## src/rtl/ibex_xif_multdiv_arbiter.sv

```systemverilog
// Purpose: shares one ibex multdiv unit between the ID stage (port 0) and the X-interface (port 1), round-robin.
// Latency: multdiv enables rise 1 cycle after request acceptance; response is registered and offered the cycle after md_valid_i.
// Backpressure: one operation in flight; req_ready_o only in IDLE; the result is held on rsp_* until rsp_ready_i[owner].
module ibex_xif_multdiv_arbiter #(
    parameter int unsigned IdWidth  = 4,
    parameter int unsigned CntWidth = 6
) (
    input  logic                     clk_i,
    input  logic                     rst_ni,
    input  logic [1:0]               req_valid_i,
    output logic [1:0]               req_ready_o,
    input  logic [1:0][1:0]          req_operator_i,
    input  logic [1:0][1:0]          req_signed_mode_i,
    input  logic [1:0][31:0]         req_op_a_i,
    input  logic [1:0][31:0]         req_op_b_i,
    input  logic [1:0][IdWidth-1:0]  req_id_i,
    input  logic                     flush_i,
    input  logic                     data_ind_timing_i,
    output logic                     md_mult_en_o,
    output logic                     md_div_en_o,
    output logic                     md_mult_sel_o,
    output logic                     md_div_sel_o,
    output logic [1:0]               md_operator_o,
    output logic [1:0]               md_signed_mode_o,
    output logic [31:0]              md_op_a_o,
    output logic [31:0]              md_op_b_o,
    output logic                     md_data_ind_timing_o,
    output logic                     md_ready_id_o,
    input  logic                     md_valid_i,
    input  logic [31:0]              md_result_i,
    output logic [1:0]               rsp_valid_o,
    input  logic [1:0]               rsp_ready_i,
    output logic [31:0]              rsp_result_o,
    output logic [IdWidth-1:0]       rsp_id_o,
    output logic [CntWidth-1:0]      op_cycles_o,
    output logic                     busy_o
);

    // md_op_e encoding as used by the ibex multdiv unit
    localparam logic [1:0] MD_OP_MULL = 2'd0;
    localparam logic [1:0] MD_OP_MULH = 2'd1;
    localparam logic [1:0] MD_OP_DIV  = 2'd2;
    localparam logic [1:0] MD_OP_REM  = 2'd3;

    typedef enum logic [1:0] {
        IDLE = 2'd0,
        BUSY = 2'd1,
        RESP = 2'd2
    } state_e;

    state_e                state_q, state_d;
    logic                  last_grant_q;
    logic                  owner_q;
    logic                  discard_q;
    logic [1:0]            operator_q;
    logic [1:0]            signed_mode_q;
    logic [31:0]           op_a_q;
    logic [31:0]           op_b_q;
    logic [IdWidth-1:0]    id_q;
    logic                  dit_q;
    logic [CntWidth-1:0]   cnt_q;
    logic [31:0]           result_q;
    logic [CntWidth-1:0]   op_cycles_q;

    logic [1:0]            req_eff;
    logic                  win;
    logic                  grant;
    logic                  flush_own;
    logic                  is_mult;
    logic                  is_div;
    logic [CntWidth-1:0]   cnt_inc;

    // A flushed ID-stage request is never a candidate for the grant.
    assign req_eff   = {req_valid_i[1], req_valid_i[0] & ~flush_i};
    assign grant     = (state_q == IDLE) && (|req_eff);
    assign flush_own = flush_i && !owner_q;
    assign is_mult   = (operator_q == MD_OP_MULL) || (operator_q == MD_OP_MULH);
    assign is_div    = (operator_q == MD_OP_DIV) || (operator_q == MD_OP_REM);
    assign cnt_inc   = (&cnt_q) ? cnt_q : cnt_q + CntWidth'(1);

    // Round-robin winner: a lone requester wins, on contention the port not granted last wins.
    always_comb begin
        win = req_eff[1];
        if (req_eff == 2'b11) begin
            win = ~last_grant_q;
        end
    end

    // One-hot ready to the winner, only while idle.
    always_comb begin
        req_ready_o = 2'b00;
        if (grant) begin
            req_ready_o[win] = 1'b1;
        end
    end

    // Response offered to the owner; a port-0 flush withdraws it in the same cycle.
    always_comb begin
        rsp_valid_o = 2'b00;
        if ((state_q == RESP) && !flush_own) begin
            rsp_valid_o[owner_q] = 1'b1;
        end
    end

    // Next-state logic for the IDLE/BUSY/RESP sequence.
    always_comb begin
        state_d = state_q;
        unique case (state_q)
            IDLE: begin
                if (grant) begin
                    state_d = BUSY;
                end
            end
            BUSY: begin
                // The operation always completes inside multdiv; a flushed one just skips RESP.
                if (md_valid_i) begin
                    state_d = (discard_q || flush_own) ? IDLE : RESP;
                end
            end
            RESP: begin
                if (flush_own || rsp_ready_i[owner_q]) begin
                    state_d = IDLE;
                end
            end
            default: state_d = IDLE;
        endcase
    end

    // State register.
    always_ff @(posedge clk_i or negedge rst_ni) begin
        if (!rst_ni) begin
            state_q <= IDLE;
        end else begin
            state_q <= state_d;
        end
    end

    // Operand latch on acceptance, cycle counting and result capture while busy.
    always_ff @(posedge clk_i or negedge rst_ni) begin
        if (!rst_ni) begin
            last_grant_q  <= 1'b1;
            owner_q       <= 1'b0;
            discard_q     <= 1'b0;
            operator_q    <= MD_OP_MULL;
            signed_mode_q <= 2'b00;
            op_a_q        <= '0;
            op_b_q        <= '0;
            id_q          <= '0;
            dit_q         <= 1'b0;
            cnt_q         <= '0;
            result_q      <= '0;
            op_cycles_q   <= '0;
        end else begin
            if (grant) begin
                last_grant_q  <= win;
                owner_q       <= win;
                discard_q     <= 1'b0;
                operator_q    <= req_operator_i[win];
                signed_mode_q <= req_signed_mode_i[win];
                op_a_q        <= req_op_a_i[win];
                op_b_q        <= req_op_b_i[win];
                id_q          <= req_id_i[win];
                dit_q         <= data_ind_timing_i;
                cnt_q         <= '0;
            end
            if (state_q == BUSY) begin
                cnt_q <= cnt_inc;
                if (flush_own) begin
                    discard_q <= 1'b1;
                end
                if (md_valid_i) begin
                    result_q    <= md_result_i;
                    op_cycles_q <= cnt_inc;
                end
            end
        end
    end

    assign md_mult_en_o         = (state_q == BUSY) && is_mult;
    assign md_mult_sel_o        = (state_q == BUSY) && is_mult;
    assign md_div_en_o          = (state_q == BUSY) && is_div;
    assign md_div_sel_o         = (state_q == BUSY) && is_div;
    assign md_ready_id_o        = (state_q == BUSY);
    assign md_operator_o        = operator_q;
    assign md_signed_mode_o     = signed_mode_q;
    assign md_op_a_o            = op_a_q;
    assign md_op_b_o            = op_b_q;
    assign md_data_ind_timing_o = dit_q;
    assign rsp_result_o         = result_q;
    assign rsp_id_o             = id_q;
    assign op_cycles_o          = op_cycles_q;
    assign busy_o               = (state_q != IDLE);

endmodule

```

## config.mk

```make
export PLATFORM = sky130hd
export DESIGN_NAME = ibex_xif_multdiv_arbiter
export DESIGN_NICKNAME = d
export VERILOG_FILES = /design/src/rtl/ibex_xif_multdiv_arbiter.sv
export SDC_FILE = /design/constraint.sdc
export NUM_CORES = 1
export LEC_CHECK = 0
export CORE_ASPECT_RATIO = 0.75
export CORE_UTILIZATION = 34
export CTS_CLUSTER_DIAMETER = 120
export DETAILED_ROUTE_END_ITERATION = 7
export GPL_ROUTABILITY_DRIVEN = 0
export HOLD_SLACK_MARGIN = 0.08
export PLACE_DENSITY = 0.85
export SYNTH_ARGS = -nofsm -noshare
export SYNTH_HDL_FRONTEND = slang
export SYNTH_SLANG_ARGS = --single-unit
```

## constraint.sdc

```tcl
create_clock -name clk_i -period 1.7 [get_ports clk_i]
set_clock_uncertainty 0.15 [all_clocks]
set_input_delay 0.34 -clock clk_i [delete_from_list [all_inputs] [get_ports clk_i]]
set_output_delay 0.34 -clock clk_i [all_outputs]
set_load 0.05 [all_outputs]
```

# Word level (Yosys, flattened, before mapping)

Index checks and enable logic that the tools add are counted.

Add/subtract/negate cells: 1
Magnitude comparators: 4
Eq/ne operators: 9
Multiplexer cells: 30
Bitwise gates (word level): 3
Reduce and logical (&&, ||, !) cells: 21

Operators with widths:

| cell                | count |
|---|---|
| $mux 32             | 4 |
| $mux 2              | 10 |
| $mux 6              | 3 |
| $eq 2x2->1 const B  | 4 |
| $mux 1              | 8 |
| $mux 4              | 2 |
| $logic_and 1x1->1   | 7 |
| $add 6x1->6 const B | 1 |
| $pmux 2 s3          | 1 |
| $reduce_and 6->1    | 1 |
| $eq 2x1->1 const B  | 2 |
| $logic_not 2->1     | 2 |
| $logic_or 1x1->1    | 4 |
| $lt 1x2->1 const B  | 2 |
| $ne 2x1->1 const B  | 2 |
| $reduce_bool 2->1   | 2 |
| $reduce_and 3->1    | 1 |
| $demux 1 s1         | 2 |
| $ge 1x1->1 const B  | 2 |
| $logic_not 1->1     | 2 |
| $ne 2x2->1 const B  | 1 |
| $not 1->1           | 2 |
| $reduce_and 2->1    | 1 |
| $reduce_or 2->1     | 1 |
| $and 1x1->1         | 1 |

Bits in registers: 122
Input port bits: 185
Output and inout bits: 121
Word-level logic and storage cells: 81

# Logic depth before layout (Yosys ltp)

Gate-level depths: netlist (run 1).

Depth after elaboration: 9
Depth in mapped cells: 8
Depth with buffers taken out: 5

# Worst setup path before layout (run 1)

No wires, ideal clock.

Path type: register -> output
From: reg state_q[1]
To: out md_div_sel_o
Data arrival time: 1.745 ns
Data required time: 1.210 ns
Setup slack: -0.535 ns
Stages on the path, launching flop included: 6
Path buffers: 2
Cell sequence: dfrtp_1 nand2b_1 buf_4 inv_2 and2_1 buf_4

Cells in the longest elaborated chain, start to end: 2

Ends and longest elaborated chain:

| element                  | RTL line | source |
|---|---|---|
| start: declaration       | 51       | `state_e state_q, state_d;` |
| start signal: assignment | 134      | `state_q <= state_d;` |
| $eq 2x1->1               | --       |  |
| named net md_ready_id_o  | 28       | `output logic md_ready_id_o,` |
| $logic_and 1x1->1        | 182      | `assign md_div_sel_o = (state_q == BUSY) && is_div;` |
| end: declaration         | 22       | `output logic md_div_sel_o,` |

The timed path passes the listed nets, and every way through them passes these cells.

# Worst setup path after layout (run 1)

From: reg state_q[1]
To: out req_ready_o[0]

Cells in the longest elaborated chain, start to end: 3

Ends and longest elaborated chain:

| element           | RTL line | source |
|---|---|---|
| $logic_not 2->1   | 75       | `assign grant = (state_q == IDLE) && (\|req_eff);` |
| $logic_and 1x1->1 | 75       |  |
| $mux 2            | 92       | `if (grant) begin` |
| end: declaration  | 11       | `output logic [1:0] req_ready_o,` |

No other way between the ends.

==> tab_implementation.tex, run 1 <==
\begin{tabular}{lr}
\hline
Metric & Value \\
\hline
\multicolumn{2}{l}{\textbf{Logic synthesis}} \\
Post-Synthesis Mean Instance Area & 9.39 um\^{}2 \\
Dominant cells by area after synthesis & dfrtp\_1 59\%, nand2\_1 18\%, a22oi\_1 10\% \\
Total number of yosys warnings & 0 \\
Cell variety after synth & 36 \\
Synth top area share & 0.585 \\
Post-synthesis cell type with the largest combined area & dfrtp\_1 \\
Gate Count Post-Synth & 551 \\
Post-Syn Nets & 737 \\
Netlist area before placement & 5170 um\^{}2 \\
Register bit total from synthesis & 122 \\
Part of the Yosys area used for sequential elements & 0.590 \\
\multicolumn{2}{l}{\textbf{Flow run}} \\
Number of maximum-capacitance constraint violations & 0 \\
\multicolumn{2}{l}{\textbf{Floorplan}} \\
Number of primary I/O pins & 306 \\
Core footprint & 14,600 um\^{}2 \\
Floorplan die height & 109 um \\
Overall die width & 144 um \\
Initial Util & 0.353 \\
\# rows & 38 \\
Die Area & 15,700 um\^{}2 \\
\multicolumn{2}{l}{\textbf{Drt}} \\
Post-DR vias/cell & 5.00 \\
DR vias & 5,491 \\
Residual DRC count & 0 \\
Iteration-0 DRC Markers & 295 \\
Number of routed nets with antenna violations & 0 \\
Number of optimization iterations in the first detailed-route pass & 5 \\
Total wire length after detailed routing & 20,800 um \\
Detail-routed net length per standard cell & 18.9 um \\
\multicolumn{2}{l}{\textbf{Placement}} \\
Worst setup slack before clock tree synthesis & -0.496 ns \\
Total of buffers placed on input and output ports & 305 \\
Final HPWL from detailed placement & 14,400 um \\
\multicolumn{2}{l}{\textbf{Power and ir drop}} \\
Total net switching power & 0.0109 W \\
Worst supply voltage drop on vdd & 1.20 mV \\
Portion of total power attributed to sequential cells & 0.234 \\
Switching share of total power & 0.441 \\
Int Pwr & 0.0138 W \\
Part of the total power dissipated in combinational logic & 0.608 \\
Relative contribution of the clock network to total power & 0.157 \\
Total power density per cell area & 2260 nW/um\^{}2 \\
Leakage power & 5.08 nW \\
\multicolumn{2}{l}{\textbf{Global route}} \\
Most heavily used metal layer in global routing & met2 \\
Global-route wire length before repair & 28,800 um \\
Total congestion overflow after global routing & 0 \\
Met2 capacity usage during global routing & 0.450 \\
Antenna violations before repair & 0 \\
Vias in the first global route & 5,725 \\
Met1 usage in global routing & 0.245 \\
GRT Overall Usage & 0.248 \\
Pin count of the biggest net entering global routing & 50 \\
GR Layer Usage met3 & 0.106 \\
\multicolumn{2}{l}{\textbf{Finish}} \\
Footprint of the flip-flops and latches & 3060 um\^{}2 \\
Most used cells in the layout excluding fill and tap cells & 242 x nand2\_1, 181 x clkdlybuf4s50\_1, 131 x buf\_12 \\
Post-layout net count & 1,072 \\
Synthesis-to-finish area growth & 111\% \\
Total area of multi-input combinational cells & 2050 um\^{}2 \\
Most frequent standard cell in the layout excluding fill and tap cells & nand2\_1 \\
Proportion of layout cells with a drive suffix above 1 & 0.265 \\
Number of antenna cells inserted & 0 \\
Fillers & 931 \\
\multicolumn{2}{l}{\textbf{Timing}} \\
Minimum setup slack in the final design & -0.390 ns \\
Slew at the pin closest to its max-slew limit & 0.431 ns \\
Headroom to the max-slew limit & 0.711 \\
Max Clk Rate & 0.478 GHz \\
Final Hold Violating Endpoints & 0 \\
Final Max Tran Viols & 0 \\
Period Utilization, post-route & 1.23 \\
\# setup viols final & 69 \\
Unrepaired setup endpoints after global routing & true \\
Final hold slack & 0.236 ns \\
Minimum clock period & 2.09 ns \\
\multicolumn{2}{l}{\textbf{Clocking}} \\
Root cell of the clock tree & clkbuf\_16 \\
Clock-pin slew reported for the worst setup and hold paths after clock tree synthesis & 0.06 ns \\
Buffer depth of the longest clock path & 2 \\
CTS tree & built \\
Number of H-tree levels & 4 \\
Clock sinks & 122 \\
Number of clock buffers inserted by TritonCTS & 17 \\
Insertion delay of the later-clocked pin in the worst-skew pair & 0.41 ns \\
\multicolumn{2}{l}{\textbf{Run status}} \\
Violated checks & setup timing \\
Outcome & complete, but fails checks \\
\multicolumn{2}{l}{\textbf{Setup path}} \\
Worst setup SP type & flip-flop \\
Length in cells of the worst reg-to-reg path & 6 \\
Critical Path AT & 1.60 ns \\
CP max FO & 3 \\
Worst path required time & 1.21 ns \\
Startpoint-to-endpoint class of the critical path & reg -> out \\
Nature of the critical path endpoint & primary output \\
\multicolumn{2}{l}{\textbf{Min path}} \\
Worst min path class & in -> async \\
\hline
\end{tabular}
## Yosys cell counts
| cell | count |
|---|---|
| nand3_1 | 4 |
| mux2i_1 | 1 |
| a2111oi_4 | 1 |
| dfrtp_1 | 121 |
| buf_4 | 13 |
| a22o_1 | 1 |
| or2_0 | 1 |
| a31oi_1 | 4 |
| a21o_1 | 3 |
| o21ai_0 | 5 |
| mux2_2 | 1 |
| o221ai_1 | 1 |
| a211oi_1 | 1 |
| xor2_1 | 1 |
| a22oi_1 | 72 |
| nor2b_1 | 1 |
| a311oi_1 | 1 |
| and2_1 | 2 |
| inv_2 | 1 |
| xnor2_1 | 2 |
| nor2_1 | 15 |
| o21ai_1 | 2 |
| o211a_1 | 1 |
| dfstp_2 | 1 |
| o32ai_1 | 2 |
| nand2b_1 | 2 |
| and4_1 | 1 |
| nor2b_2 | 1 |
| a21oi_1 | 4 |
| ha_1 | 1 |
| buf_2 | 15 |
| clkbuf_1 | 11 |
| nor3_1 | 5 |
| o311ai_0 | 1 |
| inv_1 | 4 |
| nand2_1 | 248 |
## path summary, 6_finish.rpt
path | start | end | slack (ns)
worst min-delay path | rst_ni | cnt_q[2] | 0.24
worst max-delay path | state_q[1] | req_ready_o[0] | -0.39
worst max register to register | state_q[1] | md_op_b_o[11] | -0.08
worst min register to register | discard_q | state_q[1] | 0.35
min in group clk_i | md_result_i[16] | rsp_result_o[16] | 0.31
max in group asynchronous | rst_ni | md_op_a_o[8] | 0.63
## power by group through the flow
stage / combinational (W) / sequential, W / clock [W]
after floorplan: 0.00279 / 0.00937 / 0
after global placement: 0.0141 / 0.00569 / 0
after detailed placement: 0.0143 / 0.00578 / 0
after CTS: 0.0145 / 0.00575 / 0.00394
after global routing: 0.0157 / 0.00595 / 0.00411
final: 0.0150 / 0.00579 / 0.00389
## final cells by class
cell class	instances	share of cell area
multi-input combinational	385	0.187
timing repair buffer	355	0.450
inverter	5	0.00240
tap	200	0.0229
clock buffer	19	0.0405
sequential	122	0.279
clock inverter	13	0.0176
## per-layer routing
| layer | share of wire | wire length [um] |
|---|---|---|
| met3 | 0.087 | 1810 |
| met5 | 0 | 0 |
| met2 | 0.52 | 10900 |
| met4 | 0.034 | 696 |
| met1 | 0.36 | 7380 |
## through the flow
stage | setup TNS, ns | util | cell area (um^2) | instances | power [W]
floorplan | -0.0881 | - | 5230 | 551 | 0.0122
global placement | -31.23 | 0.673 | 9860 | 1048 | 0.0198
detailed placement | -34.15 | 0.673 | 9860 | 1048 | 0.0201
CTS | -3.68 | 0.725 | 10600 | 1086 | 0.0242
global route | -11.37 | 0.747 | 10900 | 1099 | 0.0258
finish | -4.67 | 0.747 | 10900 | 1099 | 0.0247
## kinds of logic after synthesis
kind of cell / count (synthesis) / synth area share
xor+xnor: 3 / 0.00508
flops: 122 / 0.590
simple gates: 280 / 0.210
compound gates: 99 / 0.143
fa+ha+maj: 1 / 0.00242
buf+inv: 44 / 0.0450
mux: 2 / 0.00411
## sequential cells by signal, indices dropped and copies added (netlist names), 4 cells and up
name and flops:
rsp_result_o 32, rsp_id_o 4, cnt_q 6, md_op_b_o 32, op_cycles_o 6, md_op_a_o 32
## what timing repair did
item,in CTS,in global routing
endpoints found under the setup margin,80,85
setup buffers,4,7
resized for setup,15,37
pin swaps,3,28
hold buffers,1,0
endpoints found under the hold margin,122,0
gates cloned,1,6
## critical path, cell delays in order (launching register included)
cell	delay (ns)
dfrtp_1	0.39
buf_6	0.13
buf_4	0.13
nor2_4	0.11
o211a_4	0.20
buf_12	0.11
buf_12	0.12
Note: power is estimated with default switching activity, not from simulation.
==> inputs of run 2 (changes only) <==
--- a/config.mk
+++ b/config.mk
@@ -10,7 +10,6 @@
 export CTS_CLUSTER_DIAMETER = 120
 export DETAILED_ROUTE_END_ITERATION = 7
 export GPL_ROUTABILITY_DRIVEN = 0
-export HOLD_SLACK_MARGIN = 0.08
 export PLACE_DENSITY = 0.85
 export SYNTH_ARGS = -nofsm -noshare
 export SYNTH_HDL_FRONTEND = slang
==> results of run 2 <==
No change in the layout: final DEF, timing and power equal those of run 1.
==> inputs of run 3 (changes only) <==
--- a/config.mk
+++ b/config.mk
@@ -5,12 +5,14 @@
 export SDC_FILE = /design/constraint.sdc
 export NUM_CORES = 1
 export LEC_CHECK = 0
+export CAP_MARGIN = 40
 export CORE_ASPECT_RATIO = 0.75
 export CORE_UTILIZATION = 34
 export CTS_CLUSTER_DIAMETER = 120
 export DETAILED_ROUTE_END_ITERATION = 7
 export GPL_ROUTABILITY_DRIVEN = 0
 export PLACE_DENSITY = 0.85
+export SETUP_SLACK_MARGIN = 0.1
 export SYNTH_ARGS = -nofsm -noshare
 export SYNTH_HDL_FRONTEND = slang
 export SYNTH_SLANG_ARGS = --single-unit
==> constraint.sdc (replaced) <==
create_clock -name clk_i -period 1.7 [get_ports clk_i]
set_clock_uncertainty 0.15 [all_clocks]
set_input_delay 0.425 -clock clk_i [delete_from_list [all_inputs] [get_ports clk_i]]
set_output_delay 0.425 -clock clk_i [all_outputs]
set_load 0.05 [all_outputs]
==> tab_implementation.tex, run 3 (synthesis gave the netlist of run 1 again) <==
\begin{tabular}{lr}
\hline
Metric & Value \\
\hline
\multicolumn{2}{l}{\textbf{Timing}} \\
Slew at the pin closest to its max-slew limit & 0.465 ns \\
Minimum clock period & 2.19 ns \\
Minimum setup slack in the final design & -0.491 ns \\
\# setup viols final & 127 \\
Final total negative setup slack & -20.88 ns \\
Final Max Tran Viols & 0 \\
Headroom to the max-slew limit & 0.689 \\
Period Utilization, post-route & 1.29 \\
Final Hold Violating Endpoints & 0 \\
Max Clk Rate & 0.456 GHz \\
Unrepaired setup endpoints after global routing & true \\
\multicolumn{2}{l}{\textbf{Global route}} \\
Antenna violations before repair & 1 \\
Vias in the first global route & 6,318 \\
Total congestion overflow after global routing & 0 \\
Pin count of the biggest net entering global routing & 45 \\
Global-route wire length before repair & 34,600 um \\
GRT Overall Usage & 0.302 \\
\multicolumn{2}{l}{\textbf{Floorplan}} \\
Number of primary I/O pins & 306 \\
\# rows & 38 \\
Overall die width & 144 um \\
Floorplan die height & 109 um \\
Core footprint & 14,600 um\^{}2 \\
Die Area & 15,700 um\^{}2 \\
Initial Util & 0.353 \\
\multicolumn{2}{l}{\textbf{Placement}} \\
Post-placement cell count & 1,055 \\
Worst setup slack before clock tree synthesis & -0.619 ns \\
Final HPWL from detailed placement & 14,900 um \\
Total of buffers placed on input and output ports & 305 \\
\multicolumn{2}{l}{\textbf{Run status}} \\
Outcome & complete, but fails checks \\
Violated checks & setup timing \\
\multicolumn{2}{l}{\textbf{Setup path}} \\
Worst setup SP type & flip-flop \\
Critical Path AT & 1.62 ns \\
Startpoint-to-endpoint class of the critical path & reg -> out \\
CP max FO & 7 \\
Worst path required time & 1.12 ns \\
Nature of the critical path endpoint & primary output \\
\multicolumn{2}{l}{\textbf{Drt}} \\
Number of routed nets with antenna violations & 0 \\
Number of optimization iterations in the first detailed-route pass & 5 \\
Detail-routed net length per standard cell & 24.3 um \\
DR vias & 6,212 \\
Residual DRC count & 0 \\
Post-DR vias/cell & 5.40 \\
Total wire length after detailed routing & 28,000 um \\
Iteration-0 DRC Markers & 383 \\
\multicolumn{2}{l}{\textbf{Finish}} \\
Synthesis-to-finish area growth & 138\% \\
Number of antenna cells inserted & 0 \\
Proportion of layout cells with a drive suffix above 1 & 0.432 \\
Post-layout net count & 1,124 \\
Fillers & 657 \\
Most used cells in the layout excluding fill and tap cells & 180 x clkdlybuf4s50\_1, 179 x nand2\_1, 141 x buf\_12 \\
Non-filler instance count after layout & 1,150 \\
Most frequent standard cell in the layout excluding fill and tap cells & clkdlybuf4s50\_1 \\
\multicolumn{2}{l}{\textbf{Clocking}} \\
Number of H-tree levels & 4 \\
Insertion delay of the later-clocked pin in the worst-skew pair & 0.42 ns \\
Number of clock buffers inserted by TritonCTS & 17 \\
Clock sinks & 122 \\
CTS tree & built \\
Buffer depth of the longest clock path & 2 \\
Root cell of the clock tree & clkbuf\_16 \\
Clock-pin slew reported for the worst setup and hold paths after clock tree synthesis & 0.06 ns \\
\multicolumn{2}{l}{\textbf{Power and ir drop}} \\
Leakage power & 5.72 nW \\
Total power density per cell area & 2250 nW/um\^{}2 \\
Worst supply voltage drop on vdd & 1.34 mV \\
Overall Power & 0.0278 W \\
\multicolumn{2}{l}{\textbf{Flow run}} \\
Number of maximum-capacitance constraint violations & 0 \\
\multicolumn{2}{l}{\textbf{Min path}} \\
Worst min path class & in -> async \\
\hline
\end{tabular}
## run 3: cell type report
cell class	instances	area [um^2]	area share
inverters	5	26.3	0.00213
multi-input cells	386	2720	0.221
repair buffers	406	5670	0.460
clock buffers	23	478	0.0388
clock inverters	8	118	0.00955
flip-flops and latches	122	3060	0.249
well taps	200	250	0.0203
## run 3: timing repair
item	in CTS	in global routing
endpoints found under the setup margin	113	159
buffers inserted	19	32
hold buffers	1	0
cloned	15	4
pin swaps	22	65
gates resized for setup	71	182
endpoints found under the hold margin	19	0
## run 3: worst paths after layout
| path | start | end | slack [ns] | depth (start not counted) |
|---|---|---|---|---|
| min in group clk_i | md_op_b_o[15] | md_op_b_o[15] | 0.38 | 2 |
| worst max-delay path | state_q[0] | req_ready_o[0] | -0.49 | 5 |
| worst min-delay path | rst_ni | rsp_result_o[7] | 0.31 | 2 |
| worst max register to register | state_q[0] | md_op_a_o[29] | -0.27 | 10 |
| worst min register to register | md_op_b_o[15] | md_op_b_o[15] | 0.38 | 2 |
| max in group asynchronous | rst_ni | rsp_result_o[10] | 0.53 | 3 |
## run 3: routing by layer
layer	up-vias	part of all wire	global-route usage	routed length [um]
met5	-	0	0	0
met4	0	0.045	0.123	1250
met3	114	0.11	0.125	3060
met2	377	0.51	0.566	14200
met1	3096	0.34	0.293	9420
li1	2625	-	-	-
## run 3: report_power, final
group / switching, W / internal [W]
logic: 0.00943 / 0.00863
registers: 0.00169 / 0.00428
clock network: 0.00134 / 0.00241
total: 0.0125 / 0.0153
## run 3: worst max-delay path, cell delays in order, from the launching register on
cell and delay, ns:
dfrtp_2 0.47, buf_4 0.17, nor2_4 0.11, o211a_4 0.19
buf_12 0.13, buf_12 0.13
## run 3: per-stage QoR
step / cell area, um^2 / hold WS (ns) / utilization
global placement: 9960 / 0.227 / 0.680
CTS: 11400 / 0.324 / 0.778
global route: 12300 / 0.336 / 0.841
finish: 12300 / 0.313 / 0.841
detailed placement: 9960 / 0.227 / 0.680
floorplan: 5270 / -0.0206 / -
==> patch, RTL diff (flow settings as in run 2) <==
Encoding of `state_e`: now one-hot (3 bits for 3 states).
--- a/src/rtl/ibex_xif_multdiv_arbiter.sv
+++ b/src/rtl/ibex_xif_multdiv_arbiter.sv
@@ -42,10 +42,10 @@
     localparam logic [1:0] MD_OP_DIV  = 2'd2;
     localparam logic [1:0] MD_OP_REM  = 2'd3;
 
-    typedef enum logic [1:0] {
-        IDLE = 2'd0,
-        BUSY = 2'd1,
-        RESP = 2'd2
+    typedef enum logic [2:0] {
+        IDLE = 3'b001,
+        BUSY = 3'b010,
+        RESP = 3'b100
     } state_e;
 
     state_e                state_q, state_d;
Check against the original RTL: no difference found for any inputs over 10 cycles, from zero or initial values and one cycle with rst_ni low; not proved beyond that.
==> patch against run 2 <==
The flow still finishes with violations (setup timing); hold slack got worse by 0.087 ns; worst setup slack worse by 0.27 ns; synthesized area shrank 1.2%; power is 7.6% higher; critical path depth stayed put; sequential share of layout area down 2.4 points; cell area increased by 10%; utilization is 8.0 points higher; global-route usage rose by 3.1 points; sequential cell count rose by 1; routed wire length up 26%; highest routed layer unchanged.
==> patch: results (changes against run 2) <==
| Metric | Value |
|---|---|
| Antenna violations before repair | `1 (+1)` |
| Post-cts repair resize count | `64 (+49)` |
| Delay-heaviest family, CP | `flip-flops` |
| Reg clk slew, reported paths | `0.06 ns (about the same)` |
| Pre-Repair DR Iteration Count | `7 (+2)` |
| Status | `complete, but fails checks` |
| Tot GR Track Use | `27.87% (+3.1 points)` |
| DRT met1 WL | `8.516 mm (+15%)` |
| Flop2flop setup slack | `-0.59 ns (-0.51 ns)` |
| Final WS setup | `-0.6603 ns (-0.2703 ns)` |
| CP max FO | `2 (-1)` |
| Final Net Count | `1,048 (-2.2%)` |
| Met2 Wirelength | `14.00 mm (+29%)` |
| Met1 GRT Util | `26.69% (+2.2 points)` |
| Seq/Total Area, Yosys | `60.23% (+1.2 points)` |
| Mux contribution to synthesized area | `0.6115% (+0.20 points)` |
| Worst r2r dst | `md_data_ind_timing_o$_DFFE_PN0P_` |
| Vias in the first global route | `6,009 (+5.0%)` |
| Slowest stage delay, CP | `0.55 ns (+0.16 ns)` |
| Endpoints failing setup | `133 (+93%)` |
| Post-Synth Adder-Cell Area | `0.2446% (+0.0028 points)` |
| Dpl cell area | `9808 sq um (-0.53%)` |
| Layout cells sized above 1 | `41.37% (+15 points)` |
| Non-Filler Instances | `1,076 (-2.1%)` |
| Synth Flop Type | `dfrtp_1` |
| Worst EP arrival | `1.87 ns (+0.27 ns)` |
| First-pass GRT wire length | `31.75 mm (+10%)` |
| H-tree levels | `4 (unchanged)` |
| Net count after synthesis | `665 (-9.8%)` |
| Max-Slew Margin vs Limit | `67.19% (-3.9 points)` |
| CTS Hold Bufs | `1 (unchanged)` |
| GRT met3 Usage | `10.98% (+0.36 points)` |
| Final HPWL DP | `14.20 mm (-1.7%)` |
| Leakage | `5.681 nW (+12%)` |
| Via Count | `5,781 (+5.3%)` |
| Syn_area_per_cell | `10.68 sq um (+14%)` |
| Critical Path Source | `state_q[0]$_DFFE_PN1P_` |
| 1st-iter DRT viols | `651 (+120%)` |
| Placed Instances | `981 (-6.4%)` |
| Setup TNS Final | `-59.68 ns (-55.01 ns)` |
| Largest net degree at the start of global routing | `64 (+28%)` |
| Failing checks | `setup timing` |
| Root buf cell | `clkbuf_16` |
| Met3 WL post-DR | `2.303 mm (+27%)` |
| Compound-Gate Fraction of Synth Area | `17.56% (+3.3 points)` |
| Commonest cells post-synth | `121 x dfrtp_1, 105 x nand2_1, 76 x inv_1` |
| Final hold slack | `0.1494 ns (-0.08662 ns)` |
| Setup slack at placement | `-0.5511 ns (-0.05521 ns)` |
| Peak supply drop | `1.487 mV (+24%)` |
| Avg WL per Cell | `24.23 um (+28%)` |
| M2 GR Usage | `52.08% (+7.1 points)` |
| # Post-CTS Setup Buffers | `14 (+10)` |
| XOR/XNOR share of the synthesized area | `0.5137% (+0.0060 points)` |
| Synth Warn # | `0 (unchanged)` |
| Slowest CP cell | `dfstp_2` |
| Main area contributors after synthesis | `dfrtp_1 59%, a222oi_1 14%, nand2_1 7.7%` |
| Synth unique cells | `38 (+5.6%)` |
| Register-to-Register Path Depth | `10 (+4)` |
## patch: cell types whose count changed in the layout (fill, tap and decap cells not counted), moves of 12 or more
cell,delta
nand2_1,-213
inv_1,+73
a222oi_1,+72
a22oi_1,-60
nand2_4,+35
nand2_2,+34
a22oi_2,-12
## patch: cells by family after synthesis
logic type,count (synthesis)
compound gates,97
fa+ha+maj,1
mux,3
buf+inv,114
xor+xnor,3
simple gates,138
flops,123
## patch: cell type report
cell class                      instances  area, sq um
Timing Repair Buffer                  399         5690
Sequential cell                       123         3082
Fill cell                             748         2531
Multi-Input combinational cell        243         2118
Clock buffer                           22        474.2
Inverter                               78        307.8
Tap cell                              200        250.2
Clock inverter                         10        140.1
Antenna cell                            1        2.502
## patch: report_power, final
part           total, mW  internal, mW  switching, mW
sequential          5.96          4.28           1.67
combinational       16.8          8.38           8.46
clock               3.77          2.43           1.35
total               26.6          15.1           11.5
